### src/rtl/anchor_cmd_queue.sv
`default_nettype none
// +----------------------------------------------------------------------------+
// | Module   : anchor_cmd_queue                                                |
// | Function : Command FIFO and issue sequencer in front of the anchor Updater.|
// | Revision : 1.0                                                             |
// +----------------------------------------------------------------------------+
module anchor_cmd_queue #(
    parameter int FEATURE_WIDTH  = 400,
    parameter int ENCODE_WIDTH   = 12,
    parameter int LEVEL_WIDTH    = 2,
    parameter int DEPTH          = 4,
    parameter int TIMEOUT_CYCLES = 1024
) (
    input  logic                                 clk,
    input  logic                                 rst,
    input  logic                                 cmd_valid,
    output logic                                 cmd_ready,
    input  logic                                 cmd_op,
    input  logic [LEVEL_WIDTH+ENCODE_WIDTH-1:0]  cmd_pos,
    input  logic [FEATURE_WIDTH-1:0]             cmd_feature,
    output logic                                 add_anchor,
    output logic                                 del_anchor,
    output logic [LEVEL_WIDTH+ENCODE_WIDTH-1:0]  pos_encode,
    output logic [FEATURE_WIDTH-1:0]             feature_in,
    input  logic                                 add_done,
    input  logic                                 del_done,
    output logic                                 busy,
    output logic [$clog2(DEPTH):0]               fifo_count,
    input  logic                                 err_clr,
    output logic                                 err_level,
    output logic                                 err_proto,
    output logic                                 err_timeout
);

    localparam int c_POS_W = LEVEL_WIDTH + ENCODE_WIDTH;
    localparam int c_PTR_W = $clog2(DEPTH);
    localparam int c_CNT_W = c_PTR_W + 1;
    localparam int c_TMR_W = $clog2(TIMEOUT_CYCLES);
    localparam logic [c_CNT_W-1:0] c_DEPTH_CNT = c_CNT_W'(DEPTH);
    localparam logic [c_TMR_W-1:0] c_TMR_LAST  = c_TMR_W'(TIMEOUT_CYCLES - 1);

    typedef enum logic [1:0] {
        S_IDLE  = 2'd0,
        S_ISSUE = 2'd1,
        S_WAIT  = 2'd2
    } state_t;

    state_t                   r_state_q, w_state_d;
    logic [c_PTR_W-1:0]       r_wr_ptr_q, w_wr_ptr_d;
    logic [c_PTR_W-1:0]       r_rd_ptr_q, w_rd_ptr_d;
    logic [c_CNT_W-1:0]       r_count_q, w_count_d;
    logic [c_TMR_W-1:0]       r_timer_q, w_timer_d;
    logic                     r_op_q, w_op_d;
    logic [c_POS_W-1:0]       r_pos_q, w_pos_d;
    logic [FEATURE_WIDTH-1:0] r_feat_q, w_feat_d;
    logic                     r_err_level_q, w_err_level_d;
    logic                     r_err_proto_q, w_err_proto_d;
    logic                     r_err_timeout_q, w_err_timeout_d;

    logic                     r_op_mem_q   [DEPTH];
    logic [c_POS_W-1:0]       r_pos_mem_q  [DEPTH];
    logic [FEATURE_WIDTH-1:0] r_feat_mem_q [DEPTH];

    logic                     w_push;
    logic                     w_pop;
    logic                     w_head_op;
    logic [c_POS_W-1:0]       w_head_pos;
    logic                     w_head_invalid;
    logic                     w_match;
    logic                     w_set_level;
    logic                     w_set_proto;
    logic                     w_set_timeout;

    assign cmd_ready      = (r_count_q < c_DEPTH_CNT);
    assign w_push         = cmd_valid & cmd_ready;
    // Every IDLE cycle with a non-empty queue consumes the head entry.
    assign w_pop          = (r_state_q == S_IDLE) && (r_count_q != '0);
    assign w_head_op      = r_op_mem_q[r_rd_ptr_q];
    assign w_head_pos     = r_pos_mem_q[r_rd_ptr_q];
    assign w_head_invalid = &w_head_pos[c_POS_W-1 -: LEVEL_WIDTH];
    // With both dones high the matching one wins, so only the op's own done is checked.
    assign w_match        = r_op_q ? del_done : add_done;

    always_ff @(posedge clk) begin
        if (w_push) begin
            r_op_mem_q[r_wr_ptr_q]   <= cmd_op;
            r_pos_mem_q[r_wr_ptr_q]  <= cmd_pos;
            r_feat_mem_q[r_wr_ptr_q] <= cmd_feature;
        end
    end

    always_comb begin
        w_state_d     = r_state_q;
        w_wr_ptr_d    = r_wr_ptr_q;
        w_rd_ptr_d    = r_rd_ptr_q;
        w_count_d     = r_count_q;
        w_timer_d     = r_timer_q;
        w_op_d        = r_op_q;
        w_pos_d       = r_pos_q;
        w_feat_d      = r_feat_q;
        w_set_level   = 1'b0;
        w_set_timeout = 1'b0;

        if (w_push) begin
            w_wr_ptr_d = r_wr_ptr_q + c_PTR_W'(1);
        end
        if (w_pop) begin
            w_rd_ptr_d = r_rd_ptr_q + c_PTR_W'(1);
        end
        case ({w_push, w_pop})
            2'b10:   w_count_d = r_count_q + c_CNT_W'(1);
            2'b01:   w_count_d = r_count_q - c_CNT_W'(1);
            default: w_count_d = r_count_q;
        endcase

        case (r_state_q)
            S_IDLE: begin
                if (w_pop) begin
                    if (w_head_invalid) begin
                        w_set_level = 1'b1;
                    end else begin
                        w_state_d = S_ISSUE;
                        w_op_d    = w_head_op;
                        w_pos_d   = w_head_pos;
                        w_feat_d  = r_feat_mem_q[r_rd_ptr_q];
                    end
                end
            end
            S_ISSUE: begin
                w_state_d = S_WAIT;
                w_timer_d = '0;
            end
            S_WAIT: begin
                if (w_match) begin
                    w_state_d = S_IDLE;
                end else if (r_timer_q == c_TMR_LAST) begin
                    w_set_timeout = 1'b1;
                    w_state_d     = S_IDLE;
                end else begin
                    w_timer_d = r_timer_q + c_TMR_W'(1);
                end
            end
            default: begin
                w_state_d = S_IDLE;
            end
        endcase

        // In WAIT only the other op's done is unexpected; elsewhere any done is.
        if (r_state_q == S_WAIT) begin
            w_set_proto = r_op_q ? add_done : del_done;
        end else begin
            w_set_proto = add_done | del_done;
        end

        w_err_level_d   = w_set_level   | (r_err_level_q   & ~err_clr);
        w_err_proto_d   = w_set_proto   | (r_err_proto_q   & ~err_clr);
        w_err_timeout_d = w_set_timeout | (r_err_timeout_q & ~err_clr);
    end

    always_ff @(posedge clk) begin
        if (rst) begin
            r_state_q       <= S_IDLE;
            r_wr_ptr_q      <= '0;
            r_rd_ptr_q      <= '0;
            r_count_q       <= '0;
            r_timer_q       <= '0;
            r_op_q          <= 1'b0;
            r_pos_q         <= '0;
            r_feat_q        <= '0;
            r_err_level_q   <= 1'b0;
            r_err_proto_q   <= 1'b0;
            r_err_timeout_q <= 1'b0;
        end else begin
            r_state_q       <= w_state_d;
            r_wr_ptr_q      <= w_wr_ptr_d;
            r_rd_ptr_q      <= w_rd_ptr_d;
            r_count_q       <= w_count_d;
            r_timer_q       <= w_timer_d;
            r_op_q          <= w_op_d;
            r_pos_q         <= w_pos_d;
            r_feat_q        <= w_feat_d;
            r_err_level_q   <= w_err_level_d;
            r_err_proto_q   <= w_err_proto_d;
            r_err_timeout_q <= w_err_timeout_d;
        end
    end

    assign add_anchor  = (r_state_q == S_ISSUE) & ~r_op_q;
    assign del_anchor  = (r_state_q == S_ISSUE) &  r_op_q;
    assign pos_encode  = r_pos_q;
    assign feature_in  = r_feat_q;
    assign busy        = (r_state_q != S_IDLE) || (r_count_q != '0);
    assign fifo_count  = r_count_q;
    assign err_level   = r_err_level_q;
    assign err_proto   = r_err_proto_q;
    assign err_timeout = r_err_timeout_q;

endmodule
`default_nettype wire

### config.mk
export PLATFORM = sky130hd
export DESIGN_NAME = anchor_cmd_queue
export DESIGN_NICKNAME = d
export VERILOG_FILES = /design/src/rtl/anchor_cmd_queue.sv
export SDC_FILE = /design/constraint.sdc
export NUM_CORES = 2
export LEC_CHECK = 0
export ABC_AREA = 1
export CAP_MARGIN = 5
export CORE_UTILIZATION = 40
export DETAILED_ROUTE_END_ITERATION = 8
export GPL_TIMING_DRIVEN = 0
export HOLD_SLACK_MARGIN = 0.15
export SLEW_MARGIN = 10
export SYNTH_ARGS = -nofsm -noshare
export SYNTH_HDL_FRONTEND = slang
export SYNTH_SLANG_ARGS = --single-unit
### constraint.sdc
create_clock -name clk -period 38.2 [get_ports clk]
set_input_delay 3.82 -clock clk [delete_from_list [all_inputs] [get_ports clk]]
set_output_delay 3.82 -clock clk [all_outputs]
set_load 0.1 [all_outputs]
# --- After elaboration in Yosys (flattened, before gate mapping) ---
# Memory sizes are Yosys's and may differ from the RTL's. A register that Yosys moved wholly into a read port is not among the register bits.
# Index checks and enable logic that the tools add are counted.
totals:
  register_bits: 36
  latch_bits: 0
  mem_bits_rw: 1660
  rom_bits: 0
  word_cells: 74
  memories: 3
memory_table:
  columns: ["memory", "depth", "width", "read_ports", "rd_clocked_by_memory_dff", "write_ports", "line_no", "text"]
  rows:
  - ["r_feat_mem_q", 4, 400, 1, 1, 1, "62", "logic [FEATURE_WIDTH-1:0] r_feat_mem_q [DEPTH];"]
  - ["r_pos_mem_q", 4, 14, 1, 1, 1, "61", "logic [c_POS_W-1:0] r_pos_mem_q [DEPTH];"]
  - ["r_op_mem_q", 4, 1, 1, 1, 1, "60", "logic r_op_mem_q [DEPTH];"]
classes:
  addsub: 5
  multipliers: 0
  div: 0
  order_cmp: 1
  eq_ne: 10
  shift: 0
  mux: 22
  bitwise_logic: 13
  n_reduce_logical: 11
ops:
  columns: ["op", "count"]
  rows:
  - ["2-to-1 mux 10 bit", 2]
  - ["one-hot mux 10 bit (2 select lines)", 1]
  - ["2-to-1 mux 2 bit", 6]
  - ["2-to-1 mux 1 bit", 11]
  - ["adder 10 x 1 -> 10 bit, second input constant", 1]
  - ["== test 10 bit, second input constant", 1]
  - ["AND reduction 3 bit", 3]
  - ["!= test 2 bit, second input constant", 4]
  - ["bitwise AND 1 bit", 6]
  - ["one-hot mux 2 bit (3 select lines)", 1]
  - ["one-hot mux 3 bit (2 select lines)", 1]
  - ["nonzero test 2 bit", 3]
  - ["adder 2 x 1 -> 2 bit, second input constant", 2]
  - ["== test 2 x 1 -> 1 bit, second input constant", 2]
  - ["== test 2 bit, second input constant", 2]
  - ["bitwise OR 1 bit", 4]
  - ["adder 3 x 1 -> 3 bit, second input constant", 1]
  - ["< comparator 3 bit, second input constant", 1]
  - ["!= test 3 bit, second input constant", 1]
  - ["inverter 1 bit", 3]
  - ["nonzero test 3 bit", 1]
  - ["subtractor 3 x 1 -> 3 bit, second input constant", 1]
  - ["zero test 2 bit", 1]
  - ["AND reduction 2 bit", 1]
  - ["other kinds (2)", 2]

# --- Depth between registers and ports, before layout ---
depth:
  depth_word: 5
  depth_mapped: 12
  ltp_nobuf: 10

# --- Worst setup path before layout ---
# Ideal clock, no wire load.
synth_path:
  path_type: "input to register"
  startpoint: "in cmd_valid"
  endpoint: "mem r_feat_mem_q[0][0] (enable)"
  arrival_ns: 21.291
  required_ns: 36.997
  slack_ns: 15.706
  cell_stages: 2
  path_cell_list: "nand2_1 nor2_1"
synth_between:
  elab_chain_len: 3
synth_lines:
  columns: ["item", "line_no", "text"]
  rows:
  - ["from (decl)", "16", "input logic cmd_valid,"]
  - ["bitwise AND 1 bit", "75", "assign w_push = cmd_valid & cmd_ready;"]
  - ["2-to-1 mux 1 bit", "85", "if (w_push) begin"]
  - ["2-to-1 mux 1 bit (implied by the code)", "88", "r_feat_mem_q[r_wr_ptr_q] <= cmd_feature;"]
  - ["to (decl)", "62", null]
# No other way between the ends.

# --- Worst setup path in the final report ---
layout_path:
  startpoint: "reg r_state_q[0]"
  endpoint: "out add_anchor"
layout_between:
  elab_chain_len: 2
layout_lines:
  columns: ["item", "line_no", "text"]
  rows:
  - ["from (decl)", "48", "state_t r_state_q, w_state_d;"]
  - ["from (signal assigned)", "174", "r_state_q <= w_state_d;"]
  - ["== test 2 x 1 -> 1 bit", "188", "assign add_anchor = (r_state_q == S_ISSUE) & ~r_op_q;"]
  - ["bitwise AND 1 bit", "188", null]
  - ["to (decl)", "21", "output logic add_anchor,"]
# No other way between the ends.

==> reports/metrics.cfg <==
[run_status]
result_of_the_run = completed

[critical_path]
critPathRequiredTime_ps = 34380
critical_path.reg2reg.endpoint = r_op_q$_SDFFE_PP0P_
worstPathArrival_ps = 3260
rr_worst_depth = 8
setup.worst_path.end_class = primary output
rr_startpoint = r_rd_ptr_q[1]$_SDFFE_PP0P_
regToRegSetupSlack_ps = 35020
crit_path_start_kind = register
criticalPathCategory = reg -> out
cp_max_fo = 10

[timing]
finalSetupViolCount = 0
min_period_over_period_pct = 18.5
max_freq_ghz = 0.141
timing.final.crit_period_ps = 7080
timing.max_slew.rel_slack_pct = 15.4
final-hold-violation-count = 0
timing_worst_slew_pin_value_ps = 1270
final_max_tran_viols = 0
rsz0062_at_grt = false
fin_worst_skew_ps = 58.1

[cells_and_area]
final_common_cell = sky130_fd_sc_hd__nor2_1
final_cell_utilization_of_the_core_pct = 51.0
num-nets-final = 8440
finish.instance_area_sq_um = 101000
final_cell_mix = 1677 x sky130_fd_sc_hd__nor2_1, 1660 x sky130_fd_sc_hd__edfxtp_1, 837 x sky130_fd_sc_hd__o21ai_0
drive_above_1_share_pct = 7.90
area_growth_pct = 26.0

[min_path]
worst_hold_path.endpoint = err_timeout$_SDFF_PP0_
min_from = err_timeout$_SDFF_PP0_
min-delay-path-class = reg -> reg
holdPathStages = 2

[synthesis]
synthesis.nets = 7298
number_of_warnings_reported_in_the_yosys_synthesis_log = 0
multiplexer_share_of_the_synthesized_area_pct = 0
synthXorXnorAreaFrac_pct = 0.0109
post_synth_fa_ha_maj_area_fraction_pct = 0.119
synth_compound_area_share_pct = 8.62
yosysUniqueCellTypes = 27
syn-cell-area_sq_um = 80100
syn_area_per_cell_sq_um = 11.7
post_synthesis_instance_total = 6870
seq_area_frac_synth_pct = 73.2
synth_top_family_by_area = simple AND/OR/NAND/NOR gates
yosys_register_bits = 2099
post_synth_and_or_nand_nor_area_fraction_pct = 12.9

[global_routing]
grt_pass1_vias = 53400
number_of_antenna_violations_at_the_first_check_in_global_routing = 90
grt_util_all_layers_pct = 23.9
grt_first_pass_wirelength_microns = 359000
grt_start_max_net_pins = 26
overflow = 0

[power]
power_density_nw_per_um2 = 89.9
sequentialPowerShare_pct = 32.7
power_frac_comb_pct = 43.9
power_switching_share_pct = 43.8
vdd_ir_drop_max_uv = 71.5
power.switching_w = 0.00397
p_int_w = 0.00510
p_leak_nw = 36.7
relative_contribution_of_the_clock_network_to_total_power_pct = 23.4

[route]
number_of_nets_still_failing_antenna_checks_after_routing = 0
vias = 55800
initialDrtViolationCount = 4823
detail_route.wl_per_cell_microns = 22.8
detail_route.wirelength_microns = 248000
drtPass1Iterations = 7
avgViaCountPerCell = 5.12
drc = 0

[clock_tree]
cts-htree-levels = 4
cts.hold.buffers_added = 0
post_cts_resized = 0
clockRootBuffer = sky130_fd_sc_hd__clkbuf_16
clock_insertion_delay_worst_skew_ps = 890
ctsLongestPathBuffers = 3
clkSinkCount = 2099
cts_setup_buffers = 0
clk_pin_slew_ps = 60
tritoncts = yes
tritoncts.num_buffers = 213

[placed_design]
port-buffer-count = 844
finalWeightedCongestion = 0.845
place_hpwl_microns = 171000
placedInstanceArea_sq_um = 93600

[job]
number_of_max_capacitance_violations_reported = 0

[floorplan]
die_area_sq_um = 202000
total_i_o_pin_count = 845
die_h_microns = 449
floorplan.rows = 163
initial_core_util_pct = 40.4
coreArea_sq_um = 198000
chipWidth_microns = 449

## critical path: stages (launching register included)
cell,delay (ps)
sky130_fd_sc_hd__dfxtp_1,340
sky130_fd_sc_hd__clkinv_1,100
sky130_fd_sc_hd__nor2_1,100
sky130_fd_sc_hd__clkinv_1,290
sky130_fd_sc_hd__nor2_1,260
sky130_fd_sc_hd__clkdlybuf4s50_1,1290
## power groups by stage
stage	Combinational, W	Sequential, W	Clock (W)
floorplan	0.00163	0.00423	0
global placement	0.00390	0.00326	0
detailed placement	0.00399	0.00301	0
CTS	0.00400	0.00296	0.00216
global route	0.00427	0.00299	0.00224
finish	0.00398	0.00296	0.00213
## kinds of logic (layout without fill, tap and decap cells)
logic type | Yosys count | in the layout
xor+xnor | 1 | 1
buf+inv | 903 | 2234
flops | 2099 | 2099
fa+ha+maj | 7 | 7
simple gates | 2587 | 2587
compound gates | 1273 | 1273
other cells | 0 | 50
## stage by stage
stage	TNS, ps	hold WS, ps	total power [W]	cells	setup WS [ps]
floorplan	0	459	0.00586	6870	15710
global placement	-954300	454	0.00717	10400	-1160
detailed placement	0	461	0.00700	10400	31020
CTS	0	470	0.00912	10800	30970
global route	0	488	0.00951	10900	30900
finish	0	468	0.00907	10900	31120
## final cells by class
| type | instances | area (sq um) |
|---|---|---|
| Antenna cell | 50 | 125 |
| Inverter | 445 | 1670 |
| Sequential cell | 2099 | 58600 |
| Multi-Input combinational cell | 3868 | 17400 |
| Timing Repair Buffer | 927 | 10200 |
| Clock inverter | 118 | 1260 |
| Clock buffer | 286 | 5930 |
| Tap cell | 2640 | 3300 |
| Fill cell | 17200 | 97100 |
| Buffer | 458 | 2410 |
## synthesized netlist by cell type
cell | n | area (sq um)
sky130_fd_sc_hd__nand2_4 | 3 | 33.8
sky130_fd_sc_hd__o21ai_0 | 837 | 4190
sky130_fd_sc_hd__o21bai_1 | 1 | 7.51
sky130_fd_sc_hd__edfxtp_1 | 1660 | 49800
sky130_fd_sc_hd__nor2_1 | 1681 | 6310
sky130_fd_sc_hd__buf_1 | 12 | 45.0
sky130_fd_sc_hd__nand2_1 | 463 | 1740
sky130_fd_sc_hd__buf_2 | 97 | 485
sky130_fd_sc_hd__clkinv_1 | 4 | 15.0
sky130_fd_sc_hd__fa_1 | 1 | 20.0
sky130_fd_sc_hd__nand3_2 | 13 | 130
sky130_fd_sc_hd__o22ai_1 | 413 | 2580
sky130_fd_sc_hd__inv_1 | 436 | 1640
sky130_fd_sc_hd__nand3_1 | 417 | 2090
sky130_fd_sc_hd__nand2_2 | 3 | 18.8
sky130_fd_sc_hd__buf_6 | 50 | 563
sky130_fd_sc_hd__or4_1 | 1 | 7.51
sky130_fd_sc_hd__inv_2 | 5 | 18.8
sky130_fd_sc_hd__dfxtp_1 | 439 | 8790
sky130_fd_sc_hd__buf_4 | 51 | 383
sky130_fd_sc_hd__a21oi_1 | 21 | 105
sky130_fd_sc_hd__clkbuf_1 | 248 | 931
sky130_fd_sc_hd__xnor2_1 | 1 | 8.76
sky130_fd_sc_hd__a31oi_4 | 1 | 21.3
sky130_fd_sc_hd__nor3b_1 | 4 | 30.0
sky130_fd_sc_hd__nand4_1 | 2 | 12.5
sky130_fd_sc_hd__ha_1 | 6 | 75.1
## how the worst max path moves through the flow
stage               cells past startpoint                       endpoint                       from  slack, ps
global route                            5                     add_anchor  r_state_q[0]$_SDFFE_PP0P_      30900
detailed placement                      7            r_op_q$_SDFFE_PP0P_                        rst      31020
finish                                  5                     add_anchor  r_state_q[0]$_SDFFE_PP0P_      31120
global placement                        3  r_feat_mem_q[3][76]$_DFFE_PP_                  cmd_valid      -1160
CTS                                     5                     add_anchor  r_state_q[0]$_SDFFE_PP0P_      30970
floorplan                               2   r_feat_mem_q[0][0]$_DFFE_PP_                  cmd_valid      15710
## metal layers
| metal | up-vias | wire [microns] | GRT usage, % |
|---|---|---|---|
| met4 | 24 | 14100 | 14.4 |
| met5 | - | 166 | 0 |
| met2 | 1871 | 121000 | 38.8 |
| li1 | 26200 | - | - |
| met1 | 27200 | 99600 | 30.1 |
| met3 | 492 | 13600 | 3.73 |
## flip-flops by register name, indices dropped and copies added (netlist names), named ones only
register      cells
r_wr_ptr_q        2
r_timer_q        10
r_state_q         2
feature_in      400
err_level         1
r_op_mem_q        4
r_op_q            1
fifo_count        3
r_rd_ptr_q        2
err_proto         1
r_pos_mem_q      56
pos_encode       14
err_timeout       1
r_feat_mem_q   1600
(Power assumes the default switching activity.)
